==> src/rtl/debounce_pkg.sv <==
// Shared definitions for the push-button / switch debouncer and any lab
// block that needs to interpret its state encoding.
package debounce_pkg;

    // Default qualification length: 1 ms of stable input at 50 MHz.
    localparam int DEFAULT_STABLE_COUNT = 50000;

    // Default counter width; must hold DEFAULT_STABLE_COUNT - 1.
    localparam int DEFAULT_CNT_WIDTH = 16;

    // Debouncer FSM states. The encoding is fixed so that the state can be
    // probed directly when the block is wired into other experiments.
    typedef enum logic [1:0] {
        S_LOW       = 2'b00,
        S_WAIT_HIGH = 2'b01,
        S_HIGH      = 2'b10,
        S_WAIT_LOW  = 2'b11
    } db_state_t;

    // Level currently presented on db_out while the FSM sits in a state.
    // A WAIT state keeps showing the previously accepted level.
    function automatic logic state_level(input db_state_t s);
        return (s == S_HIGH) || (s == S_WAIT_LOW);
    endfunction

    // True for the two states in which a new level is being qualified.
    function automatic logic state_is_wait(input db_state_t s);
        return (s == S_WAIT_HIGH) || (s == S_WAIT_LOW);
    endfunction

endpackage

==> src/rtl/sync_2ff.sv <==
// Two-flop synchronizer for bringing asynchronous inputs into the clk
// domain. Reusable by any lab block with raw switch or button inputs.
module sync_2ff #(
    parameter int WIDTH = 1
) (
    input  logic             clk,
    input  logic             reset,
    input  logic [WIDTH-1:0] d,
    output logic [WIDTH-1:0] q
);

    logic [WIDTH-1:0] meta;

    // First stage may go metastable; second stage gives it a cycle to settle.
    always_ff @(posedge clk or posedge reset) begin
        if (reset) begin
            meta <= '0;
            q    <= '0;
        end else begin
            meta <= d;
            q    <= meta;
        end
    end

endmodule

==> src/rtl/button_debouncer.sv <==
// Debouncer for a bouncing push-button or slide switch: synchronizes the raw
// input, requires STABLE_COUNT consecutive samples of a new level before
// accepting it, and emits one-cycle rise/fall pulses on each acceptance.
module button_debouncer
    import debounce_pkg::*;
#(
    parameter int STABLE_COUNT = DEFAULT_STABLE_COUNT,
    parameter int CNT_WIDTH    = DEFAULT_CNT_WIDTH
) (
    input  logic clk,
    input  logic reset,
    input  logic btn_in,
    output logic db_out,
    output logic rise_pulse,
    output logic fall_pulse
);

    // Counter value on the sample that completes qualification.
    localparam logic [CNT_WIDTH-1:0] CNT_LAST = CNT_WIDTH'(STABLE_COUNT - 1);
    localparam logic [CNT_WIDTH-1:0] CNT_ONE  = CNT_WIDTH'(1);

    logic                 sync2;
    db_state_t            state;
    db_state_t            state_next;
    logic [CNT_WIDTH-1:0] cnt;
    logic [CNT_WIDTH-1:0] cnt_next;
    logic                 db_next;
    logic                 rise_next;
    logic                 fall_next;

    sync_2ff #(
        .WIDTH (1)
    ) u_sync (
        .clk   (clk),
        .reset (reset),
        .d     (btn_in),
        .q     (sync2)
    );

    // Next-state, counter and output decisions; the counter is zero unless a
    // WAIT state is explicitly advancing it, so every state exit clears it.
    always_comb begin
        state_next = state;
        cnt_next   = '0;
        db_next    = db_out;
        rise_next  = 1'b0;
        fall_next  = 1'b0;
        case (state)
            S_LOW: begin
                if (sync2) begin
                    state_next = S_WAIT_HIGH;
                    cnt_next   = CNT_ONE;
                end
            end
            S_WAIT_HIGH: begin
                if (!sync2) begin
                    state_next = S_LOW;
                end else if (cnt == CNT_LAST) begin
                    state_next = S_HIGH;
                    db_next    = 1'b1;
                    rise_next  = 1'b1;
                end else begin
                    cnt_next   = cnt + CNT_ONE;
                end
            end
            S_HIGH: begin
                if (!sync2) begin
                    state_next = S_WAIT_LOW;
                    cnt_next   = CNT_ONE;
                end
            end
            S_WAIT_LOW: begin
                if (sync2) begin
                    state_next = S_HIGH;
                end else if (cnt == CNT_LAST) begin
                    state_next = S_LOW;
                    db_next    = 1'b0;
                    fall_next  = 1'b1;
                end else begin
                    cnt_next   = cnt + CNT_ONE;
                end
            end
            default: begin
                state_next = S_LOW;
                db_next    = 1'b0;
            end
        endcase
    end

    // State, counter and all outputs are registered together so db_out and
    // the pulses come straight from flops.
    always_ff @(posedge clk or posedge reset) begin
        if (reset) begin
            state      <= S_LOW;
            cnt        <= '0;
            db_out     <= 1'b0;
            rise_pulse <= 1'b0;
            fall_pulse <= 1'b0;
        end else begin
            state      <= state_next;
            cnt        <= cnt_next;
            db_out     <= db_next;
            rise_pulse <= rise_next;
            fall_pulse <= fall_next;
        end
    end

endmodule

==> config.mk <==
export PLATFORM = sky130hd
export DESIGN_NAME = button_debouncer
export DESIGN_NICKNAME = d
export VERILOG_FILES = /design/src/rtl/debounce_pkg.sv /design/src/rtl/sync_2ff.sv /design/src/rtl/button_debouncer.sv
export SDC_FILE = /design/constraint.sdc
export NUM_CORES = 1
export LEC_CHECK = 0
export ABC_CLOCK_PERIOD_IN_PS = 2300
export BUFFER_PORTS_ARGS = -buffer_cell sky130_fd_sc_hd__buf_2
export CORE_MARGIN = 10
export CORE_UTILIZATION = 50
export DETAILED_ROUTE_END_ITERATION = 8
export GPL_TIMING_DRIVEN = 0
export PLACE_DENSITY = 0.65
export SYNTH_ARGS = -nofsm -noshare
export SYNTH_HDL_FRONTEND = slang
export SYNTH_SLANG_ARGS = --single-unit
==> constraint.sdc <==
create_clock -name clk -period 2.3 [get_ports clk]
set_clock_uncertainty 0.15 [all_clocks]
set_input_delay 0.23 -clock clk [delete_from_list [all_inputs] [get_ports clk]]
set_output_delay 0.23 -clock clk [all_outputs]
set_load 0.05 [all_outputs]
==> Word-level counts from Yosys, hierarchy flattened <==
Index checks and enable logic that the tools add are counted.
{ "totals": {"reg_bits": 23, "inputBits": 3} }
{ "classes": {"n_reduce_logical": 4, "eq_ne": 12, "add_sub_neg": 1, "muxes": 23} }
{ "op_table": {"columns": ["operator", "count"], "rows": [
  ["$pmux 16 s4", 1],
  ["$mux 16", 3],
  ["$add 16x1->16 const B", 1],
  ["$eq 16x16->1 const B", 1],
  ["$mux 2", 6],
  ["$mux 1", 11],
  ["$ne 2x2->1 const B", 4],
  ["$pmux 2 s4", 1],
  ["$reduce_and 5->1", 1],
  ["$eq 2x2->1 const B", 2],
  ["$ne 2x1->1 const B", 2],
  ["$reduce_and 4->1", 1],
  ["$ne 3x2->1 const B", 1],
  ["$ne 3x3->1 const B", 1],
  ["$eq 2x1->1 const B", 1],
  ["$logic_not 2->1", 1],
  ["$pmux 1 s2", 1],
  ["$reduce_bool 2->1", 1]
]} }

==> Logic depth before layout (Yosys ltp) <==
Gate-level depths: netlist (run 1).
{ "depth": {"ltp_word": 4, "depth_mapped": 7, "mapped_depth_nobuf": 5} }

==> Modules after synthesis <==
From an unflattened synthesis (run 1), not the netlist that was laid out.
{ "hier_totals": {"cells_unflattened": 99, "area_unflattened_um2": 1058.5} }
{ "by_module_without_submodules": {"columns": ["module", "seq_area_each_um2", "instances", "area_each_um2", "cells_each"], "rows": [
  ["button_debouncer", 525.5, 1, 1004.7, 96],
  ["sync_2ff", 50.0, 1, 53.8, 3]
]} }

==> Least setup slack after synthesis (run 1) <==
OpenSTA, ideal clock, no wires.
{ "synth_timing": {"path_type": "register -> register", "from": "reg cnt[11]", "to": "reg with a tool-made name", "setup_time_ns": 0.125, "path_stages_with_launch": 4, "path_slack_ns": 0.227, "required_ns": 2.025, "arrival_ns": 1.798, "synth_period_minus_slack_ns": 2.073, "path_cell_list": "dfrtp_1 > or4b_4 > or4_4 > mux2_4"} }
{ "synth_rtl": {"columns": ["element", "line", "text"], "rows": [
  ["start, declared", "button_debouncer.sv:25", "logic [CNT_WIDTH-1:0] cnt;"],
  ["start signal, assigned", "button_debouncer.sv:101", "cnt <= cnt_next;"]
]} }

==> Worst setup path in the final report (run 1) <==
{ "layout_timing": {"from": "reg cnt[11]", "to": "reg cnt[1]"} }
{ "layout_between": {"elab_chain_cells": 4, "elab_cells_between_ends": 5, "classes_between": "eq/ne: 1; mux: 4"} }
{ "layout_rtl": {"columns": ["element", "line", "text"], "rows": [
  ["$eq 16x16->1 (*)", "button_debouncer.sv:58, button_debouncer.sv:75", null],
  ["$mux 16 (*)", "button_debouncer.sv:58, button_debouncer.sv:75", null],
  ["$mux 16, on equally long branches", "button_debouncer.sv:73, button_debouncer.sv:56", null],
  ["$pmux 16 s4 (*)", "button_debouncer.sv:48", "case (state)"],
  ["net cnt_next[1]", "button_debouncer.sv:26", "logic [CNT_WIDTH-1:0] cnt_next;"]
]} }
The timed path passes the listed nets; every way through them passes the cells marked *.
A chain may end at the register's enable or synchronous reset.

==> results of run 1 <==
flip-flops by register name, indices dropped and copies added (netlist names), named ones only:
| name | cells |
|---|---|
| cnt | 16 |
| fall_pulse | 1 |
| rise_pulse | 1 |
| state | 1 |
| u_sync.meta | 1 |
| u_sync.q | 1 |
| db_out | 1 |
logic make-up after synthesis:
logic type / Yosys count
AOI/OAI and AO/OA: 9
xor gates and xnor gates: 13
adders and majority gates: 1
and+or+nand+nor: 47
muxes: 1
DFF: 23
buffers and inverters: 8
metrics by stage:
stage	hold WS (ns)	cell area [um^2]
CTS	0.217	1180
finish	0.212	1180
global placement	0.182	1130
floorplan	0.0819	1070
detailed placement	0.188	1130
global route	0.233	1180
where the power goes:
group          total [mW]  internal [mW]  switching (mW)  leakage [nW]
Sequential          0.415          0.410         0.00509         0.312
Clock               0.184         0.0650           0.119        0.0177
Combinational      0.0280         0.0108          0.0172         0.160
Total               0.627          0.486           0.142         0.489
worst reg2reg max path, stage by stage, from the launching register on:
cell and delay (ns):
dfrtp_1 0.45, or4b_4 0.56, nor4_1 0.34, or2_2 0.16, buf_2 0.16, buf_4 0.19
nor2_1 0.06
final timing paths:
check | from | to | slack (ns)
worst max-delay path | cnt[11] | cnt[1] | 0.13
worst min-delay path | u_sync.meta | u_sync.q | 0.21
worst max register to register | cnt[11] | cnt[1] | 0.13
worst min register to register | u_sync.meta | u_sync.q | 0.21
max in group asynchronous | reset | cnt[1] | 1.03
min in group asynchronous | reset | cnt[11] | 0.45
metal layers:
metal / up-vias / routed length [um]
met4: 0 / 31
met2: 12 / 811
met3: 4 / 81
met1: 364 / 897
met5: - / 0
li1: 377 / -
cell usage after synthesis:
cell type  count  share of area
buf_2          1         0.0047
a21boi_0       1         0.0070
mux2_4         1          0.014
or4_1          2          0.014
o31ai_1        1         0.0070
a21o_1         1         0.0070
nand3_1        5          0.023
o22ai_1        1         0.0058
xnor2_1       11          0.090
ha_1           1          0.012
nand4b_1       1         0.0082
nor3b_1        1         0.0070
or2_2          1         0.0058
or4b_4         2          0.026
nand4_1        3          0.017
dfrtp_1       23           0.54
or3_1          2          0.012
xor2_1         2          0.016
nor2_1        16          0.056
a21oi_1        3          0.014
nor3_1         3          0.014
inv_1          6          0.021
buf_4          1         0.0070
a211o_1        1         0.0082
o21ai_0        1         0.0047
nor4_1         4          0.023
nand2_1        4          0.014
nor3_2         1         0.0093
nand2b_1       1         0.0058
or4_4          1          0.010
area by class of cell:
class / count / area [um^2]
clock buffers: 3 / 22.5
clock inverters: 1 / 5.00
inverters: 6 / 22.5
plain buffers: 2 / 12.5
flip-flops and latches: 23 / 576
repair buffers: 7 / 45.0
well taps: 27 / 33.8
fillers: 175 / 822
multi-input cells: 71 / 463
what timing repair did:
item	in CTS	in global routing
hold buffers	2	0
endpoints found under the setup margin	0	0
endpoints found under the hold margin	24	0
==> metrics.txt, run 1 <==
final period utilization=0.945; Period minus WS final=2.17 ns; Crit path max-delay family=simple AND/OR/NAND/NOR gates; Leak Pwr=0.489 nW; Nets=118; CP Cell Sequence=or4b_4 -> nor4_1 -> or2_2 -> buf_2 -> buf_4 -> nor2_1; layer with the highest usage=met2; Synth Area in XOR/XNOR=0.106; initial core utilization=0.536; Routed Antenna Nets=0; crit path kind=reg2reg; Setup crit start kind=register; pre-CTS setup slack=0.106 ns; max-cap violation count=0; mean post-synth cell area=10.5 um^2; via count of the first global-routing pass=695; sequential share of the synthesized area=0.536; num rows=16; CTS tree=done; ant diodes=0; clock slew at reported path FFs=0.13 ns; Hold Path Class=reg2reg; CTS Buf Count=3; post-CTS setup buffer count=0; Starting DRT DRC Count=50; Worst EP arrival=2.23 ns; worst-margin pin slew=0.826 ns; endpoints failing hold=0; met1 GRT Util=0.120; CTS Root Cell=clkbuf_4; commonest non-fill, non-tap cells in the layout=dfrtp_1, nor2_1, xnor2_1; DRT Pass-1 Iters=4; worst-path maximum fanout=10; final slew viol count=0; die footprint=4400 um^2; synth warn=0; worst vdd ir=0.000390 V; largest net degree at the start of global routing=24; DR WL/cell=13.0 um; CP max stage cell=or4b_4; WP data required=2.36 ns; final worst slack=0.126 ns; Critical Path Stages=6; Buf+Inv Stages, Crit Path=2; layout cells sized above 1=0.150; Mapped Cells=102; largest family of logic cells by synthesized area=simple AND/OR/NAND/NOR gates; register bit total from synthesis=23; Fmax achieved=460 MHz; vias=757; Compound-Gate Fraction of Synth Area=0.0536; # setup viols final=0; core area=2000 um^2; post-CTS sizing=0; kind of end point of the critical path=register; final non-filler cell total=140; DP HPWL=1280 um; Net Count, Synth=106; met3 Use GR=0.0271; RD Place Congestion=0.747; num ports=6; Inst Count DP=134; CTS sink cnt=23; worst hold path stage count=0; slew margin rel.=0.448; Tot Pwr=0.627 mW; Layout area overhead=9.91%; worst reg2reg path depth=6; Netlist cell types=30; mux contribution to synthesized area=0.0140; RSZ-0062 raised after global routing=no; DR vias/cell=5.41; clock buffer depth=2; port bufs=5; global route overflow=0; GR Util All Layers=0.0916; H-tree levels=1; initial antenna violation count=0; most common cell after layout, fill and taps aside=dfrtp_1; fin util=0.589; Die Y=66.3 um; fraction of the mapped netlist area in adder cells=0.0117; Synth Area in Simple Gates=0.246; peak per-stage delay on the critical path=0.56 ns; drt total wl=1820 um; DRC Markers=0; first-pass GRT wire length=3140 um; outcome=finished clean; Mapped Area=1070 um^2; routing usage on met2=0.132; clk_lat worst skew=0.31 ns; pwr dens=532 nW/um^2; Setup TNS=0 ns; Die W=66.3 um
Note: power is estimated with default switching activity, not from simulation.
==> inputs of run 2 (changes only) <==
CELL_PAD_IN_SITES_DETAIL_PLACEMENT = 0   (was not set)
CELL_PAD_IN_SITES_GLOBAL_PLACEMENT = 1   (was not set)
CORE_UTILIZATION = 46   (was 50)
PLACE_DENSITY = 0.74   (was 0.65)
==> metrics.txt, run 2 (synthesis gave the netlist of run 1 again) <==
crit path kind=reg2reg; H-tree levels=1; pwr dens=530 nW/um^2; routing usage on met2=0.128; clock power share=0.291; post-route design area=1180 um^2; drt total wl=1840 um; sequential power share=0.664; final worst slack=0.116 ns; Die W=68.3 um; Tot Pwr=0.625 mW; met3 Use GR=0.0212; met1 GRT Util=0.121; worst-margin pin slew=0.846 ns; Layout area overhead=9.91%; DRT Pass-1 Iters=4; Setup TNS=0 ns; pre-CTS setup slack=0.0899 ns; RD Place Congestion=0.734; fill cell count=218; Fmax achieved=458 MHz; net load switching power=0.137 mW; Routed Antenna Nets=0; Buf+Inv Stages, Crit Path=2; Fin Hold WS=0.214 ns; largest net degree at the start of global routing=24; layer with the highest usage=met2; die footprint=4670 um^2; clk_lat worst skew=0.30 ns; layout cells sized above 1=0.142; via count of the first global-routing pass=672; first-pass GRT wire length=3090 um; WP data required=2.35 ns; CTS Root Cell=clkbuf_4; RSZ-0062 raised after global routing=no; post-CTS setup buffer count=0; Worst EP arrival=2.24 ns; max reg flops=16; DP HPWL=1300 um; clock buffer depth=2; commonest non-fill, non-tap cells in the layout=dfrtp_1, nor2_1, xnor2_1; Switching Share=0.219; post-cts hold buffer count=2; ant diodes=0; CP max stage cell=or4b_4; initial core utilization=0.485; DR WL/cell=13.1 um; Internal=0.488 mW; Placed Area=1130 um^2; outcome=finished clean; num ports=6; max-cap violation count=0; worst vdd ir=0.000291 V; worst-path maximum fanout=10; Leak Pwr=0.486 nW; Crit path max-delay family=simple AND/OR/NAND/NOR gates; initial antenna violation count=0; clock slew at reported path FFs=0.12 ns; Nets=118; CTS Buf Count=3; core area=2210 um^2; DR vias/cell=5.15; CP Cell Sequence=or4b_4 -> nor4_1 -> or2_2 -> buf_2 -> buf_4 -> nor2_1; Die Y=68.3 um; Hold Path Class=reg2reg; final slew viol count=0; CTS sink cnt=23; num rows=17; most common cell after layout, fill and taps aside=dfrtp_1; # setup viols final=0; Setup crit start kind=register; DRC Markers=0; Starting DRT DRC Count=47; GR Util All Layers=0.0900; final period utilization=0.950; slew margin rel.=0.435; Period minus WS final=2.18 ns; global route overflow=0; endpoints failing hold=0; largest register by flop count=cnt; vias=726; CTS tree=done; combinational power share=0.045; peak per-stage delay on the critical path=0.55 ns; kind of end point of the critical path=register; post-CTS sizing=0; port bufs=5
-- run 2: cell count changes in the layout (fill, tap and decap cells not counted), sizes merged --
cell	delta
clkbuf	+1
clkinv	-1
-- run 2: final timing paths --
kind / startpoint / endpoint / slack [ns] / cells after the start
min: u_sync.meta / u_sync.q / 0.21 / 0
min reg2reg: u_sync.meta / u_sync.q / 0.21 / 0
max reg2reg: cnt[12] / cnt[9] / 0.12 / 6
max: cnt[12] / cnt[9] / 0.12 / 6
max in group asynchronous: reset / cnt[10] / 1.01 / 3
min in group asynchronous: reset / u_sync.q / 0.47 / 3
-- run 2: final cells by class --
class | instances | area (um^2) | share of cell area
Timing Repair Buffer | 7 | 45.0 | 0.0382
Multi-Input combinational cell | 71 | 463 | 0.392
Sequential cell | 23 | 576 | 0.488
Clock buffer | 4 | 26.3 | 0.0223
Tap cell | 28 | 35.0 | 0.0297
Buffer | 2 | 12.5 | 0.0106
Inverter | 6 | 22.5 | 0.0191
-- run 2: stage by stage --
stage	utilization	instances
finish	0.533	141
global route	0.533	141
CTS	0.533	141
detailed placement	0.512	135
global placement	0.512	135
floorplan	-	102
-- run 2: layer usage --
layer  part of all wire  vias up
li1                   -      376
met5                  0        -
met4              0.017        0
met1               0.51      337
met2               0.44        9
met3              0.033        4
-- run 2: power by group through the flow --
stage,Sequential (mW),Combinational [mW],Clock (mW)
floorplan,0.422,0.0200,0
global placement,0.422,0.0265,0
detailed placement,0.423,0.0271,0
CTS,0.415,0.0297,0.195
global route,0.416,0.0330,0.209
finish,0.415,0.0282,0.182
==> inputs of run 3 (changes only) <==
ABC_AREA = 1   (was not set)
CORE_UTILIZATION = 44   (was 46)
==> metrics.txt, run 3 <==
max reg flops=16; Die Y=72.0 um; worst-margin pin slew=0.848 ns; num rows=18; pwr dens=680 nW/um^2; share of the synthesized area in the top cell type=0.483; vias=909; Crit path max-delay family=simple AND/OR/NAND/NOR gates; most frequently used flop master after synthesis=dfrtp_1; worst reg2reg path depth=7; worst hold path stage count=0; ant diodes=0; area of the multi-input gates=529 um^2; die footprint=5190 um^2; layout cells sized above 1=0.113; CP Cell Sequence=ha_1 -> nand3_2 -> nor2_1 -> nand2_1 -> nand2_2 -> buf_6 -> a21oi_1; Tot Pwr=0.886 mW; Fmax achieved=596 MHz; largest register by flop count=cnt; r2r setup slk=0.62 ns; Nets=164; Synth area leader=dfrtp_1; Hold Path Class=reg2reg; DRT Pass-1 Iters=4; Period minus WS final=1.68 ns; RD Place Congestion=0.790; GR Util All Layers=0.0908; final slew viol count=0; DRC Markers=0; post-route design area=1300 um^2; worst-path maximum fanout=10; # setup viols final=0; Netlist cell types=22; CTS tree=done; Seq. cell area=576 um^2; Setup TNS=0 ns; Inst Count DP=183; max-cap violation count=0; worst vdd ir=0.000527 V; cell with the most instances after synthesis=nor2_1; commonest non-fill, non-tap cells in the layout=nor2_1, nand2_1, dfrtp_1; first-pass GRT wire length=3890 um; Routed Antenna Nets=0; EDFF count, synth=0; core area=2520 um^2; RR Endpoint=state[0]; worst reg2reg path startpoint=cnt[0]; Starting DRT DRC Count=54; kind of end point of the critical path=register; final period utilization=0.729; Layout area overhead=9.45%; slew margin rel.=0.434; Mapped Cells=148; fill cell count=264; crit path kind=reg2reg; synth warn=0; largest cells by area after synthesis=dfrtp_1, nor2_1, nand2_1; CP max stage cell=dfrtp_1; DP HPWL=1740 um; final non-filler cell total=189; Placed Area=1250 um^2; hold wc startpoint=u_sync.meta; clk_lat worst skew=0.32 ns; Mapped Area=1190 um^2; clock slew at reported path FFs=0.13 ns; clock buffer depth=2; CTS sink cnt=23; Buf+Inv Stages, Crit Path=1; Commonest cells post-synth=nor2_1, nand2_1, dfrtp_1; port bufs=5; num ports=6; CTS Root Cell=clkbuf_4; mean post-synth cell area=8.05 um^2; WP data required=2.36 ns; peak per-stage delay on the critical path=0.42 ns; endpoints failing hold=0; most common cell after layout, fill and taps aside=nor2_1; post-CTS sizing=0; Worst EP arrival=1.74 ns; via count of the first global-routing pass=885; largest net degree at the start of global routing=24; Setup crit start kind=register; DR WL/cell=11.9 um; share of flip-flops with an asynchronous set or reset=1.00; Net Count, Synth=152; Leak Pwr=0.588 nW; DR vias/cell=4.81; RSZ-0062 raised after global routing=no; Die W=72.0 um; outcome=finished clean; H-tree levels=1; global route overflow=0; sequential share of the synthesized area=0.483; drt total wl=2260 um; initial core utilization=0.472; CTS Buf Count=3; initial antenna violation count=0; Worst Hold End=u_sync.q; register bit total from synthesis=23
==> run 3: changes by cell type in the layout (fill, tap and decap cells not counted), sizes merged, moves of 2 or more <==
cell   change
nand4      -2
xor2       +3
o21ai      +4
xnor2     -10
inv       +14
nand3      +7
or4        -3
or4b       -2
or3        -2
nor4       -4
nor2      +18
nand2     +28
==> run 3: cells by family (layout without fill, tap and decap cells) <==
family / Yosys count / count (layout) / synth area share
AO/OA/AOI/OAI: 9 / 9 / 0.0399
adder cells (fa/ha/maj): 1 / 1 / 0.0105
flip-flops: 23 / 23 / 0.483
buffers and inverters: 21 / 32 / 0.0725
AND/OR/NAND/NOR: 88 / 88 / 0.350
XOR/XNOR: 6 / 6 / 0.0441
==> run 3: where the power goes <==
group | switching, mW | internal, mW | total, mW
clock network | 0.124 | 0.0664 | 0.191
logic | 0.136 | 0.0792 | 0.215
registers | 0.0383 | 0.442 | 0.481
==> run 3: how the worst max path moves through the flow <==
stage	endpoint	start	cells after the start
2_1_floorplan	state[0]	cnt[0]	7
3_3_place_gp	state[0]	cnt[0]	7
3_5_place_dp	state[0]	cnt[0]	7
4_1_cts	state[0]	cnt[0]	7
5_1_grt	cnt[14]	cnt[0]	8
6_report	state[0]	cnt[0]	7
==> run 3: area by class of cell <==
cell class,count,share of cell area
sequential,23,0.441
multi-input combinational,104,0.406
inverter,20,0.0576
timing repair buffer,7,0.0345
tap,30,0.0288
clock buffer,3,0.0173
buffer,1,0.00864
clock inverter,1,0.00576
==> run 3: routing by layer <==
metal  vias up  global-route usage  wire length [um]
met3         5              0.0259                79
met5         -                   0                 0
met1       407               0.118              1180
met2        10               0.136               963
li1        487                   -                 -
met4         0              0.0387                36
==> run 3: per-stage QoR <==
step	hold WS, ns	utilization	worst slack [ns]
2_1_floorplan	0.0819	-	0.845
3_3_place_gp	0.189	0.497	0.647
3_5_place_dp	0.190	0.497	0.616
4_1_cts	0.225	0.517	0.600
5_1_grt	0.238	0.517	0.474
6_report	0.221	0.517	0.623
==> run 3: what timing repair did <==
| item | 4_1_cts | 5_1_grt |
|---|---|---|
| hold buffers | 2 | 0 |
| endpoints found under the hold margin | 24 | 0 |
| setup buffers | 0 | 0 |
